`config.mk`:
```
export PLATFORM = sky130hd
export DESIGN_NAME = symbol_aligner_10b_flat
export DESIGN_NICKNAME = d
export VERILOG_FILES = /design/src/rtl/symbol_aligner_10b_if.sv /design/src/rtl/symbol_aligner_10b.sv /design/src/flat_wrapper.sv
export SDC_FILE = /design/constraint.sdc
export NUM_CORES = 1
export LEC_CHECK = 0
export CAP_MARGIN = 25
export CORE_MARGIN = 2
export CORE_UTILIZATION = 50
export CTS_CLUSTER_DIAMETER = 120
export DETAILED_ROUTE_END_ITERATION = 16
export GPL_TIMING_DRIVEN = 0
export HOLD_SLACK_MARGIN = 0.15
export PLACE_DENSITY_LB_ADDON = 0.08
export SYNTH_ARGS = -nofsm -noshare
export SYNTH_HDL_FRONTEND = slang
export SYNTH_SLANG_ARGS = --single-unit
```
`constraint.sdc`:
```
create_clock -name clk_i -period 2.4 [get_ports clk_i]
set_input_delay 0.36 -clock clk_i [delete_from_list [all_inputs] [get_ports clk_i]]
set_output_delay 0.36 -clock clk_i [all_outputs]
set_load 0.05 [all_outputs]
```
`src/rtl/symbol_aligner_10b_if.sv`:
```
// Bit-stream input and aligned-symbol output bundle of the 10-bit symbol aligner.
// The master side supplies serial bits and consumes symbols; the slave side is the aligner.
interface symbol_aligner_10b_if;
    logic       bit_i;
    logic       bit_valid_i;
    logic [9:0] data_o;
    logic       valid_o;
    logic       comma_o;
    logic       locked_o;

    modport master (
        output bit_i,
        output bit_valid_i,
        input  data_o,
        input  valid_o,
        input  comma_o,
        input  locked_o
    );

    modport slave (
        input  bit_i,
        input  bit_valid_i,
        output data_o,
        output valid_o,
        output comma_o,
        output locked_o
    );
endinterface

```
`src/rtl/symbol_aligner_10b.sv`:
```
// Serial-to-parallel 8b/10b front end: finds K28.5 symbol boundaries in a recovered bit stream
// and presents aligned 10-bit symbols (first received bit in data_o[9]) with lock status.
//
// state     | meaning
// ----------+---------------------------------------------------------------
// ST_HUNT   | no alignment; waiting for any comma to set the symbol boundary
// ST_CHECK  | tentative alignment; counting aligned commas towards lock
// ST_LOCKED | alignment trusted; misaligned commas counted towards loss
module symbol_aligner_10b #(
    parameter int LOCK_COMMAS = 3,
    parameter int LOSS_COMMAS = 2
) (
    input  logic                 clk_i,
    input  logic                 reset_n_i,
    input  logic                 enable_i,
    symbol_aligner_10b_if.slave  sym_if
);

    localparam int GW = (LOCK_COMMAS > 1) ? $clog2(LOCK_COMMAS + 1) : 1;
    localparam int BW = (LOSS_COMMAS > 1) ? $clog2(LOSS_COMMAS + 1) : 1;

    localparam logic [GW-1:0] GOOD_MAX  = GW'(LOCK_COMMAS);
    localparam logic [BW-1:0] BAD_MAX   = BW'(LOSS_COMMAS);
    localparam logic [GW-1:0] GOOD_ONE  = GW'(1);
    localparam logic [BW-1:0] BAD_ONE   = BW'(1);
    localparam logic [9:0]    K28_5_NEG = 10'b0011111010;
    localparam logic [9:0]    K28_5_POS = 10'b1100000101;
    localparam logic [3:0]    CNT_LAST  = 4'd9;

    typedef enum logic [1:0] {
        ST_HUNT   = 2'd0,
        ST_CHECK  = 2'd1,
        ST_LOCKED = 2'd2
    } state_t;

    state_t        state_q, state_d;
    logic [9:0]    sh_q, sh_d;
    logic [3:0]    cnt_q, cnt_d;
    logic [GW-1:0] good_q, good_d;
    logic [BW-1:0] bad_q, bad_d;
    logic [9:0]    data_q, data_d;
    logic          valid_q, valid_d;
    logic          comma_q, comma_d;
    logic          locked_q, locked_d;

    logic [9:0]    win;
    logic          accept;
    logic          is_comma;
    logic          boundary;
    logic [3:0]    cnt_adv;
    logic [GW-1:0] good_inc;
    logic [BW-1:0] bad_inc;

    always_comb begin
        win      = {sh_q[8:0], sym_if.bit_i};
        accept   = enable_i & sym_if.bit_valid_i;
        is_comma = accept & ((win == K28_5_NEG) | (win == K28_5_POS));
        boundary = (cnt_q == CNT_LAST);
        cnt_adv  = boundary ? 4'd0 : cnt_q + 4'd1;
        good_inc = (good_q == GOOD_MAX) ? good_q : good_q + GOOD_ONE;
        bad_inc  = (bad_q == BAD_MAX) ? bad_q : bad_q + BAD_ONE;

        state_d  = state_q;
        sh_d     = sh_q;
        cnt_d    = cnt_q;
        good_d   = good_q;
        bad_d    = bad_q;
        data_d   = data_q;
        valid_d  = 1'b0;
        comma_d  = 1'b0;

        if (!enable_i) begin
            state_d = ST_HUNT;
            cnt_d   = '0;
            good_d  = '0;
            bad_d   = '0;
        end else if (accept) begin
            sh_d = win;
            unique case (state_q)
                ST_HUNT: begin
                    if (is_comma) begin
                        valid_d = 1'b1;
                        comma_d = 1'b1;
                        data_d  = win;
                        cnt_d   = '0;
                        good_d  = GOOD_ONE;
                        state_d = (LOCK_COMMAS == 1) ? ST_LOCKED : ST_CHECK;
                    end
                end
                ST_CHECK: begin
                    if (is_comma && !boundary) begin
                        // Trust the newest comma over the tentative boundary.
                        valid_d = 1'b1;
                        comma_d = 1'b1;
                        data_d  = win;
                        cnt_d   = '0;
                        good_d  = GOOD_ONE;
                    end else begin
                        cnt_d = cnt_adv;
                        if (boundary) begin
                            valid_d = 1'b1;
                            comma_d = is_comma;
                            data_d  = win;
                            if (is_comma) begin
                                good_d = good_inc;
                                if (good_inc == GOOD_MAX) begin
                                    state_d = ST_LOCKED;
                                end
                            end
                        end
                    end
                end
                ST_LOCKED: begin
                    cnt_d = cnt_adv;
                    if (is_comma && !boundary) begin
                        // A lone stray comma must not move a trusted boundary.
                        bad_d = bad_inc;
                        if (bad_inc == BAD_MAX) begin
                            state_d = ST_HUNT;
                            cnt_d   = '0;
                            bad_d   = '0;
                            good_d  = '0;
                        end
                    end else if (boundary) begin
                        valid_d = 1'b1;
                        comma_d = is_comma;
                        data_d  = win;
                        if (is_comma) begin
                            bad_d = '0;
                        end
                    end
                end
                default: begin
                    state_d = ST_HUNT;
                    cnt_d   = '0;
                    good_d  = '0;
                    bad_d   = '0;
                end
            endcase
        end

        locked_d = (state_d == ST_LOCKED);
    end

    always_ff @(posedge clk_i or negedge reset_n_i) begin
        if (!reset_n_i) begin
            state_q  <= ST_HUNT;
            sh_q     <= '0;
            cnt_q    <= '0;
            good_q   <= '0;
            bad_q    <= '0;
            data_q   <= '0;
            valid_q  <= 1'b0;
            comma_q  <= 1'b0;
            locked_q <= 1'b0;
        end else begin
            state_q  <= state_d;
            sh_q     <= sh_d;
            cnt_q    <= cnt_d;
            good_q   <= good_d;
            bad_q    <= bad_d;
            data_q   <= data_d;
            valid_q  <= valid_d;
            comma_q  <= comma_d;
            locked_q <= locked_d;
        end
    end

    assign sym_if.data_o   = data_q;
    assign sym_if.valid_o  = valid_q;
    assign sym_if.comma_o  = comma_q;
    assign sym_if.locked_o = locked_q;

endmodule

```
`src/flat_wrapper.sv`:
```
// flat-port wrapper written by rule: the top's interface ports become plain ports
module symbol_aligner_10b_flat 
#(
    parameter int LOCK_COMMAS = 3,
    parameter int LOSS_COMMAS = 2
)
  (clk_i, reset_n_i, enable_i, sym_if_bit_i, sym_if_bit_valid_i, sym_if_data_o, sym_if_valid_o, sym_if_comma_o, sym_if_locked_o);
  symbol_aligner_10b_if sym_if_i ();
  input  logic clk_i;
  input  logic reset_n_i;
  input  logic enable_i;
  input wire logic [$bits(sym_if_i.bit_i)-1:0] sym_if_bit_i;
  input wire logic [$bits(sym_if_i.bit_valid_i)-1:0] sym_if_bit_valid_i;
  output wire logic [$bits(sym_if_i.data_o)-1:0] sym_if_data_o;
  output wire logic [$bits(sym_if_i.valid_o)-1:0] sym_if_valid_o;
  output wire logic [$bits(sym_if_i.comma_o)-1:0] sym_if_comma_o;
  output wire logic [$bits(sym_if_i.locked_o)-1:0] sym_if_locked_o;
  assign sym_if_i.bit_i = sym_if_bit_i;
  assign sym_if_i.bit_valid_i = sym_if_bit_valid_i;
  assign sym_if_data_o = sym_if_i.data_o;
  assign sym_if_valid_o = sym_if_i.valid_o;
  assign sym_if_comma_o = sym_if_i.comma_o;
  assign sym_if_locked_o = sym_if_i.locked_o;
  symbol_aligner_10b #(.LOCK_COMMAS(LOCK_COMMAS), .LOSS_COMMAS(LOSS_COMMAS)) u_core (.clk_i(clk_i), .reset_n_i(reset_n_i), .enable_i(enable_i), .sym_if(sym_if_i));
endmodule
```
; After elaboration in Yosys (flattened, before gate mapping)
; Index checks and enable logic that the tools add are counted.
[totals]
register_bits = 32
inputBits = 5
output_inout_bits = 13
wordCells = 100
[classes]
n_addsub = 3
eq_ne = 21
n_mux = 54
bitwise_logic = 3
n_reduce_logical = 10
[ops]
columns = cell, count
row1 = $mux 2, 25
row2 = $mux 10, 4
row3 = $pmux 10 s3, 1
row4 = $mux 4, 7
row5 = $ne 4x2->1 const B, 4
row6 = $eq 2x2->1 const B, 6
row7 = $pmux 2 s3, 2
row8 = $pmux 4 s3, 1
row9 = $mux 1, 11
row10 = $eq 10x10->1 const B, 1
row11 = $eq 10x8->1 const B, 1
row12 = $ne 3x2->1 const B, 3
row13 = $pmux 1 s3, 2
row14 = $reduce_and 6->1, 1
row15 = $reduce_and 5->1, 1
row16 = $add 2x1->2 const B, 2
row17 = $add 4x1->4 const B, 1
row18 = $eq 4x4->1 const B, 1
row19 = $ne 2x1->1 const B, 2
row20 = $ne 2x2->1 const B, 2
row21 = $pmux 2 s2, 1
row22 = $reduce_and 2->1, 2
row23 = $reduce_and 4->1, 1
row24 = $reduce_bool 3->1, 1
row25 = 7 further kinds, 8

; Logic depth before layout (Yosys ltp)
; Gate-level depths: netlist of the first run.
[depth]
ltp_word = 11
mapped_depth = 9
depth_no_buf = 8

; Worst setup path before layout of the first run
; OpenSTA, ideal clock, no wires.
[synth_path]
path_type = register to register
from = register u_core.state_q[0]
to = register u_core.cnt_q[2]
setup_time_ps = 65
t_arrival_ps = 1946
t_required_ps = 2335
setup_slack_ps = 389
path_stages_with_launch = 9
path_buffers = 1
period_less_slack_ps = 2011
cell_sequence = dfrtp_1 inv_1 ha_1 clkbuf_1 and2_1 nand2_1 or3b_1 nor3b_1 a211o_1
[synth_between]
elab_chain_cells = 4
elab_cells_between_ends = 8
classes_between = eq/ne: 3 / mux: 3 / reduce/logical: 2
[synth_rtl]
columns = item, line_no
row1 = from (decl), symbol_aligner_10b.sv:36  ; state_t state_q, state_d;
row2 = from (signal assigned), symbol_aligner_10b.sv:157  ; state_q <= state_d;
row3 = "$eq 2x2->1, or another cell as far along", symbol_aligner_10b.sv:79  ; unique case (state_q)
row4 = $pmux 4 s3, symbol_aligner_10b.sv:79
row5 = $mux 4, symbol_aligner_10b.sv:77  ; end else if (accept) begin
row6 = $mux 4, symbol_aligner_10b.sv:72  ; if (!enable_i) begin
row7 = to (signal assigned), symbol_aligner_10b.sv:159  ; cnt_q <= cnt_d;
row8 = to (decl), symbol_aligner_10b.sv:38  ; logic [3:0] cnt_q, cnt_d;
; Parallel ways exist; a longest one is shown, timed or not. The select of a mux whose other input is x is not followed.
; A chain may end at the register's enable or synchronous reset.

; Final worst setup path of the first run
[layout_path]
from = register u_core.cnt_q[1]
to = register u_core.locked_q, in the netlist u_core.sym_if.locked_o
[layout_between]
elab_chain_cells = 8
elab_cells_between_ends = 10
classes_between = eq/ne: 2 / mux: 6 / reduce/logical: 2
[layout_rtl]
columns = item, line_no
row1 = $eq 4x4->1 *, symbol_aligner_10b.sv:58  ; boundary = (cnt_q == CNT_LAST);
row2 = $logic_not 1->1, "symbol_aligner_10b.sv:91, symbol_aligner_10b.sv:115"
row3 = $logic_and 1x1->1, "symbol_aligner_10b.sv:91, symbol_aligner_10b.sv:115"
row4 = "$mux 2, on equally long branches", "symbol_aligner_10b.sv:115, symbol_aligner_10b.sv:91"
row5 = $pmux 2 s3 *, symbol_aligner_10b.sv:79
row6 = $mux 2 *, symbol_aligner_10b.sv:77
row7 = $mux 2 *, symbol_aligner_10b.sv:72
row8 = net u_core.state_d[0], symbol_aligner_10b.sv:36
row9 = $eq 2x2->1 *, symbol_aligner_10b.sv:142  ; locked_d = (state_d == ST_LOCKED);
row10 = net u_core.locked_d, symbol_aligner_10b.sv:44  ; logic locked_q, locked_d;
row11 = to (signal assigned), symbol_aligner_10b.sv:165  ; locked_q <= locked_d;
row12 = to (decl), symbol_aligner_10b.sv:44
; Mark *: on every way through the listed nets, which the timed path passes. The rest lies on a longest branch.

==> flow_summary_export.csv, run 1 <==
group,metric,value,unit
clock_network,clock_latency,280,ps
synthesis,ys.flop_type,"dfrtp_1",
placement,place_hpwl,3300,µm
synthesis,yosys_warnings,0,
floorplan,initial_core_util,52.6,%
pwr,swShare,26.7,%
finish,layout-drive-gt1-share,14.5,%
finish,regArea,801,µm²
sta,post-route-period-util,93.8,%
pwr,p_seq_share,48.9,%
worst_setup_path,slowest_stage,"nor2_1",
sta,rsz0062_at_grt,"no",
synthesis,synth_cell_types,53,
detailed_routing,drcViolationCount,0,
sta,timing.final.ws_setup,149,ps
clock_network,cts_tree,"built",
global_route,grt_pass1_wl,7800,µm
global_route,grt_pass1_vias,1702,
pwr,ir_worst_vdd,332,µV
synthesis,synth.most_common_cell,"nand2_1",
global_route,antenna_found_initial,0,
placement,place_inst,273,
finish,diodes,0,
synthesis,ys_seq_elements,32,
global_route,track_usage,23.4,%
floorplan,io_pins,18,
clock_network,clock-root-buffer,"clkbuf_8",
worst_setup_path,critPathMaxStageDelay,510,ps
sta,maxSlewHeadroom,49.8,%
pwr,clock_power_share,39.3,%
synthesis,ys_seq_area_share,41.2,%
clock_network,h-tree-depth,2,
global_route,grt_max_degree,20,
synthesis,syn_inst,208,
detailed_routing,viasPerCell,5.92,
floorplan,dieArea,4400,µm²
synthesis,synthTopCellsByArea,"dfrtp_1, nand2_1, ha_1",
worst_setup_path,cp_num_buf_inv,1,
pwr,p_per_area,557,nW/µm²
clock_network,clockBufferDepth,2,
floorplan,die_w,66.3,µm
clock_network,cts.sinks,32,
synthesis,synth_common_cells,"nand2_1, dfrtp_1, a21oi_1",
detailed_routing,drt_iter0_drc,193,
worst_setup_path,path_delay_family,"simple AND/OR/NAND/NOR gates",
synthesis,syn_avg_cell_area,9.34,µm²
finish,num-fill-cells,314,
placement,place_congestion,0.825,
synthesis,synth_edf_count,0,
finish,area_growth,19.2,%
pwr,power.switching,345,µW
sta,fin_crit,2250,ps
detailed_routing,postRouteAntennaNets,0,
floorplan,die_y,66.3,µm
outcome,status,"finished, final reports clean",
clock_network,path_clk_slew,70,ps
global_route,gr-total-overflow,0,
synthesis,yosysTopAreaCell,"dfrtp_1",
finish,final_nets,245,
clock_network,cts_made_buffers,5,
detailed_routing,wl,4520,µm
worst_setup_path,path_max_fanout,8,
worst_setup_path,path_cells,"inv_1, ha_1, nand2_1, nor2_1, o2111ai_1, a221oi_2, o41ai_2, nor3_2",
sta,drv_slew,0,
synthesis,syn_nets,220,
worst_setup_path,critPathCaptureType,"flop",
placement,io_buffers,16,
detailed_routing,wire_per_inst,16.0,µm
placement,dp_slack,-180,ps
finish,instances_no_fill,282,
pwr,power.internal,945,µW
worst_hold_path,hold_class,"primary input to flop",
sta,finalSetupViolCount,0,
pwr,p_leak,1.02,nW
job,drv_cap,0,
synthesis,async_flop_share,100,%
sta,tightest_slew,751,ps
worst_setup_path,worstSetupStartpointType,"flop",
synthesis,netlist_area,1940,µm²
detailed_routing,vias,1669,
floorplan,coreArea,3690,µm²
finish,multi_input_area,1090,µm²
sta,fin_skew,4.78,ps
detailed_routing,first_pass_iters,4,
worst_setup_path,critPathRequiredTime,2610,ps
worst_setup_path,crit_arrival,2460,ps
floorplan,rows,22,
pwr,pwr-share-comb,11.8,%
synthesis,synth_top_area_share,41.2,%
worst_setup_path,crit_type,"flop to flop",
sta,fmax,444,MHz
sta,hold_violations,0,
-- what timing repair did --
item	4_1_cts	5_1_grt
resized for setup	0	1
endpoints found under the hold margin	0	0
hold buffers	0	0
setup endpoints to repair	0	6
setup buffers	0	2
-- area by class of cell --
class / count / share of cell area [%]
inverter: 7 / 1.14
clock inverter: 2 / 1.51
multi-input combinational: 161 / 47.0
tap: 48 / 2.59
clock buffer: 6 / 3.14
buffer: 7 / 1.30
sequential: 32 / 34.6
timing repair buffer: 19 / 8.76
-- layout by cell type, fill, tap and decap left out, types with 2 or more instances in the layout --
| cell type | Yosys | layout |
|---|---|---|
| nand2_1 | 52 | 52 |
| dfrtp_1 | 32 | 32 |
| clkdlybuf4s50_1 | 0 | 16 |
| a21oi_1 | 11 | 11 |
| nor2_1 | 10 | 10 |
| o21ai_0 | 9 | 9 |
| inv_1 | 7 | 7 |
| a22o_1 | 7 | 7 |
| ha_1 | 7 | 7 |
| clkbuf_1 | 5 | 5 |
| nand3_1 | 5 | 5 |
| clkbuf_8 | 0 | 5 |
| and2_1 | 4 | 4 |
| nand4_1 | 4 | 4 |
| buf_2 | 3 | 3 |
| nor2b_1 | 3 | 3 |
| o31ai_1 | 3 | 3 |
| and3_4 | 2 | 2 |
| a221oi_2 | 1 | 2 |
| a21oi_2 | 2 | 2 |
| a21o_1 | 2 | 2 |
| o211ai_4 | 2 | 2 |
| a22oi_1 | 2 | 2 |
| a2bb2oi_1 | 2 | 2 |
| mux2_2 | 2 | 2 |
| nor3b_1 | 2 | 2 |
| buf_4 | 0 | 2 |
-- stage by stage --
step / power [mW] / hold slack (ps) / utilization, % / instance area, µm² / TNS (ps)
final: 1.29 / 424 / 62.8 / 2310 / 0
after CTS: 1.30 / 417 / 62.3 / 2300 / 0
after global placement: 0.777 / 467 / 58.6 / 2160 / -655
after global routing: 1.35 / 464 / 62.8 / 2310 / 0
after floorplan: 0.728 / 64.4 / - / 1940 / 0
after detailed placement: 0.792 / 482 / 59.4 / 2190 / -1480
-- per-layer routing --
layer  part of all wire, %  GRT usage (%)
met1                    44           29.8
met2                    50           38.5
met3                   5.2           5.11
met4                   1.2           8.93
met5                     0              0
-- cells by family (layout without fill, tap and decap cells) --
group           Yosys count  count (layout)  synth area share, %
compound gates           56              56                 23.8
buf+inv                  15              41                 3.09
mux                       2               2                 1.16
simple gates             95              95                 25.8
fa+ha+maj                 7               7                 4.51
flops                    32              32                 41.2
xor+xnor                  1               1                0.451
-- power groups by stage --
| stage | logic (mW) | clock network, mW | registers, mW |
|---|---|---|---|
| 3_3_place_gp | 0.139 | 0 | 0.638 |
| 6_report | 0.152 | 0.507 | 0.630 |
| 2_1_floorplan | 0.0884 | 0 | 0.640 |
| 3_5_place_dp | 0.152 | 0 | 0.640 |
| 4_1_cts | 0.152 | 0.519 | 0.630 |
| 5_1_grt | 0.170 | 0.542 | 0.637 |
-- worst reg2reg max path, stage by stage, from the launching register on --
cell and delay (ps):
dfrtp_1 420, inv_1 80, ha_1 180, nand2_1 60
nor2_1 510, o2111ai_1 310, a221oi_2 320, o41ai_2 130
nor3_2 180
-- state kept, by name, indices dropped and copies added, names as in the netlist, 2 cells and up --
signal                cells
u_core.sh_q               9
u_core.sym_if.data_o     10
u_core.good_q             2
u_core.bad_q              2
u_core.state_q            2
u_core.cnt_q              4
-- path summary, 6_finish.rpt --
path / from / end / slack (ps) / cells after the start
max in group asynchronous: reset_n_i / u_core.sym_if.data_o[9] / 1330 / 2
min reg2reg: u_core.bad_q[0] / u_core.bad_q[0] / 490 / 2
max: u_core.cnt_q[1] / u_core.sym_if.locked_o / 150 / 8
min: enable_i / u_core.good_q[1] / 420 / 3
max reg2reg: u_core.cnt_q[1] / u_core.sym_if.locked_o / 150 / 8
min in group asynchronous: reset_n_i / u_core.cnt_q[3] / 520 / 1
(Power assumes the default switching activity.)
==> run 2, diff against run 1 <==
--- a/config.mk
+++ b/config.mk
@@ -13,6 +13,7 @@
 export GPL_TIMING_DRIVEN = 0
 export HOLD_SLACK_MARGIN = 0.15
 export PLACE_DENSITY_LB_ADDON = 0.08
+export SETUP_SLACK_MARGIN = 0.3
 export SYNTH_ARGS = -nofsm -noshare
 export SYNTH_HDL_FRONTEND = slang
 export SYNTH_SLANG_ARGS = --single-unit
==> run 2 against run 1 <==
- via count rose by 3.5%
- non-clock buffer count increased by 5
- first-iteration DRC count rose by 0.52%
- critical path depth unchanged
- worst hold slack improved by 5.2 ps
- utilization rose by 3.0 points
- sequential share of layout area is 1.3 points lower
- die area did not move
- critical path type unchanged
- cell count is 1.8% higher
- count of clock-buffer cells in the layout did not move
- global-route usage is 0.14 points higher
==> flow_summary_export.csv, run 2 (synthesis gave the netlist of run 1 again) <==
group,metric,value,unit
floorplan,rows,22,
placement,io_buffers,16,
floorplan,initial_core_util,52.6,%
placement,placed_area,2190,µm²
sta,tns,0,ps
detailed_routing,drcViolationCount,0,
worst_setup_path,crit_start,"u_core.bad_q[0]",
placement,place_inst,273,
detailed_routing,drt_iter0_drc,194,
detailed_routing,wl,4740,µm
sta,rsz0062_at_grt,"yes",
pwr,p_seq_share,47.3,%
pwr,pwr-share-comb,14.1,%
pwr,power.switching,362,µW
finish,final_area,2420,µm²
floorplan,die_w,66.3,µm
detailed_routing,vias,1728,
detailed_routing,first_pass_iters,4,
clock_network,cts_made_buffers,5,
finish,layout-drive-gt1-share,22.2,%
pwr,clock_power_share,38.6,%
global_route,grt_max_degree,20,
worst_setup_path,slowest_stage,"or3b_4",
worst_setup_path,worstSetupStartpointType,"flop",
outcome,status,"finished, final reports clean",
detailed_routing,postRouteAntennaNets,0,
clock_network,clock-root-buffer,"clkbuf_8",
worst_setup_path,crit_arrival,2340,ps
clock_network,clock_latency,290,ps
finish,diodes,0,
worst_setup_path,critPathCaptureType,"flop",
sta,fmax,474,MHz
clock_network,cts_tree,"built",
finish,final_cell_mix,"nand2_1, dfrtp_1, clkdlybuf4s50_1, a21oi_1, nor2_1",
clock_network,clockBufferDepth,2,
sta,fin_skew,7.04,ps
finish,final_nets,250,
worst_setup_path,rr_worst_depth,8,
placement,dp_slack,-180,ps
placement,place_congestion,0.825,
global_route,grt_pass1_wl,7870,µm
floorplan,dieArea,4400,µm²
clock_network,cts.sinks,32,
worst_setup_path,critPathMaxStageDelay,430,ps
sta,hold_violations,0,
pwr,p_per_area,550,nW/µm²
sta,timing.final.ws_setup,290,ps
worst_setup_path,path_max_fanout,5,
pwr,p_leak,1.09,nW
sta,fin_crit,2110,ps
job,drv_cap,0,
global_route,antenna_found_initial,0,
pwr,swShare,27.2,%
pwr,ir_worst_vdd,341,µV
worst_setup_path,endpoint,"u_core.cnt_q[2]",
sta,tightest_slew,747,ps
worst_setup_path,worstSetupPathDepth,8,
pwr,power,1.33,mW
worst_setup_path,cp_num_buf_inv,1,
finish,num-fill-cells,299,
floorplan,coreArea,3690,µm²
global_route,grt_pass1_vias,1707,
finish,regArea,807,µm²
worst_setup_path,reg2reg_slack,290,ps
global_route,gr-total-overflow,0,
detailed_routing,wire_per_inst,16.5,µm
floorplan,io_pins,18,
worst_setup_path,r2r_start,"u_core.bad_q[0]",
finish,layout_commonest_cell,"nand2_1",
sta,whs,429,ps
worst_setup_path,path_cells,"inv_1, ha_1, and3_1, a41oi_1, a32oi_1, or3b_4, nor3b_2, a211o_1",
pwr,power.internal,970,µW
sta,maxSlewHeadroom,50.0,%
worst_setup_path,crit_type,"flop to flop",
clock_network,h-tree-depth,2,
clock_network,path_clk_slew,70,ps
worst_setup_path,rr_endpoint,"u_core.cnt_q[2]",
worst_setup_path,critPathRequiredTime,2630,ps
worst_hold_path,hold_class,"primary input to flop",
floorplan,die_y,66.3,µm
sta,drv_slew,0,
finish,largest_register_ffs,10,
sta,finalSetupViolCount,0,
worst_setup_path,path_delay_family,"simple AND/OR/NAND/NOR gates",
detailed_routing,viasPerCell,6.02,
finish,multi_input_area,1150,µm²
finish,instances_no_fill,287,
placement,place_hpwl,3300,µm
finish,fin_util,65.7,%
finish,area_growth,24.8,%
sta,post-route-period-util,87.9,%
global_route,track_usage,23.5,%
-- run 2: layout make-up --
type / count / area share, %
Multi-Input combinational cell: 161 / 47.4
Timing Repair Buffer: 23 / 9.55
Buffer: 8 / 1.70
Clock inverter: 2 / 1.45
Tap cell: 48 / 2.48
Sequential cell: 32 / 33.3
Clock buffer: 6 / 2.99
Inverter: 7 / 1.08
-- run 2: what timing repair did --
action | CTS | global route
pin swaps | 3 | 7
gates resized for setup | 4 | 23
setup buffers | 3 | 3
endpoints found under the setup margin | 16 | 17
hold buffers | 0 | 0
-- run 2: how the worst min path moves through the flow --
stage                    startpoint                to  slack (ps)  cells after the start
floorplan                 reset_n_i   u_core.bad_q[0]          60                      0
global placement    u_core.bad_q[0]   u_core.bad_q[0]         470                      2
detailed placement  u_core.bad_q[1]   u_core.bad_q[1]         480                      1
CTS                        enable_i  u_core.good_q[1]         420                      3
global route               enable_i  u_core.good_q[1]         470                      3
finish                     enable_i  u_core.good_q[1]         430                      3
-- run 2: worst min-delay path, delay by kind of cell --
family | cells | cell delay, ps
and+or+nand+nor | 1 | 90
AOI/OAI and AO/OA | 1 | 70
buffers and inverters | 1 | 150
-- run 2: power groups by stage --
stage	sequential, mW	clock [mW]	combinational (mW)
global placement	0.638	0	0.139
finish	0.631	0.514	0.188
global route	0.637	0.542	0.207
CTS	0.630	0.519	0.152
floorplan	0.640	0	0.0884
detailed placement	0.640	0	0.152
-- run 2: per-layer routing --
layer  GRT usage (%)  wire [µm]
met1            29.9       2040
met2            39.0       2360
met3            5.11        245
met5               0          0
met4            8.67         95
==> run 3, diff against run 2 <==
--- a/config.mk
+++ b/config.mk
@@ -10,6 +10,7 @@
 export CORE_UTILIZATION = 50
 export CTS_CLUSTER_DIAMETER = 120
 export DETAILED_ROUTE_END_ITERATION = 16
+export GPL_ROUTABILITY_DRIVEN = 0
 export GPL_TIMING_DRIVEN = 0
 export HOLD_SLACK_MARGIN = 0.15
 export PLACE_DENSITY_LB_ADDON = 0.08
==> results of run 3 <==
Same layout as run 2: the final DEF is identical, and so are final timing and power.
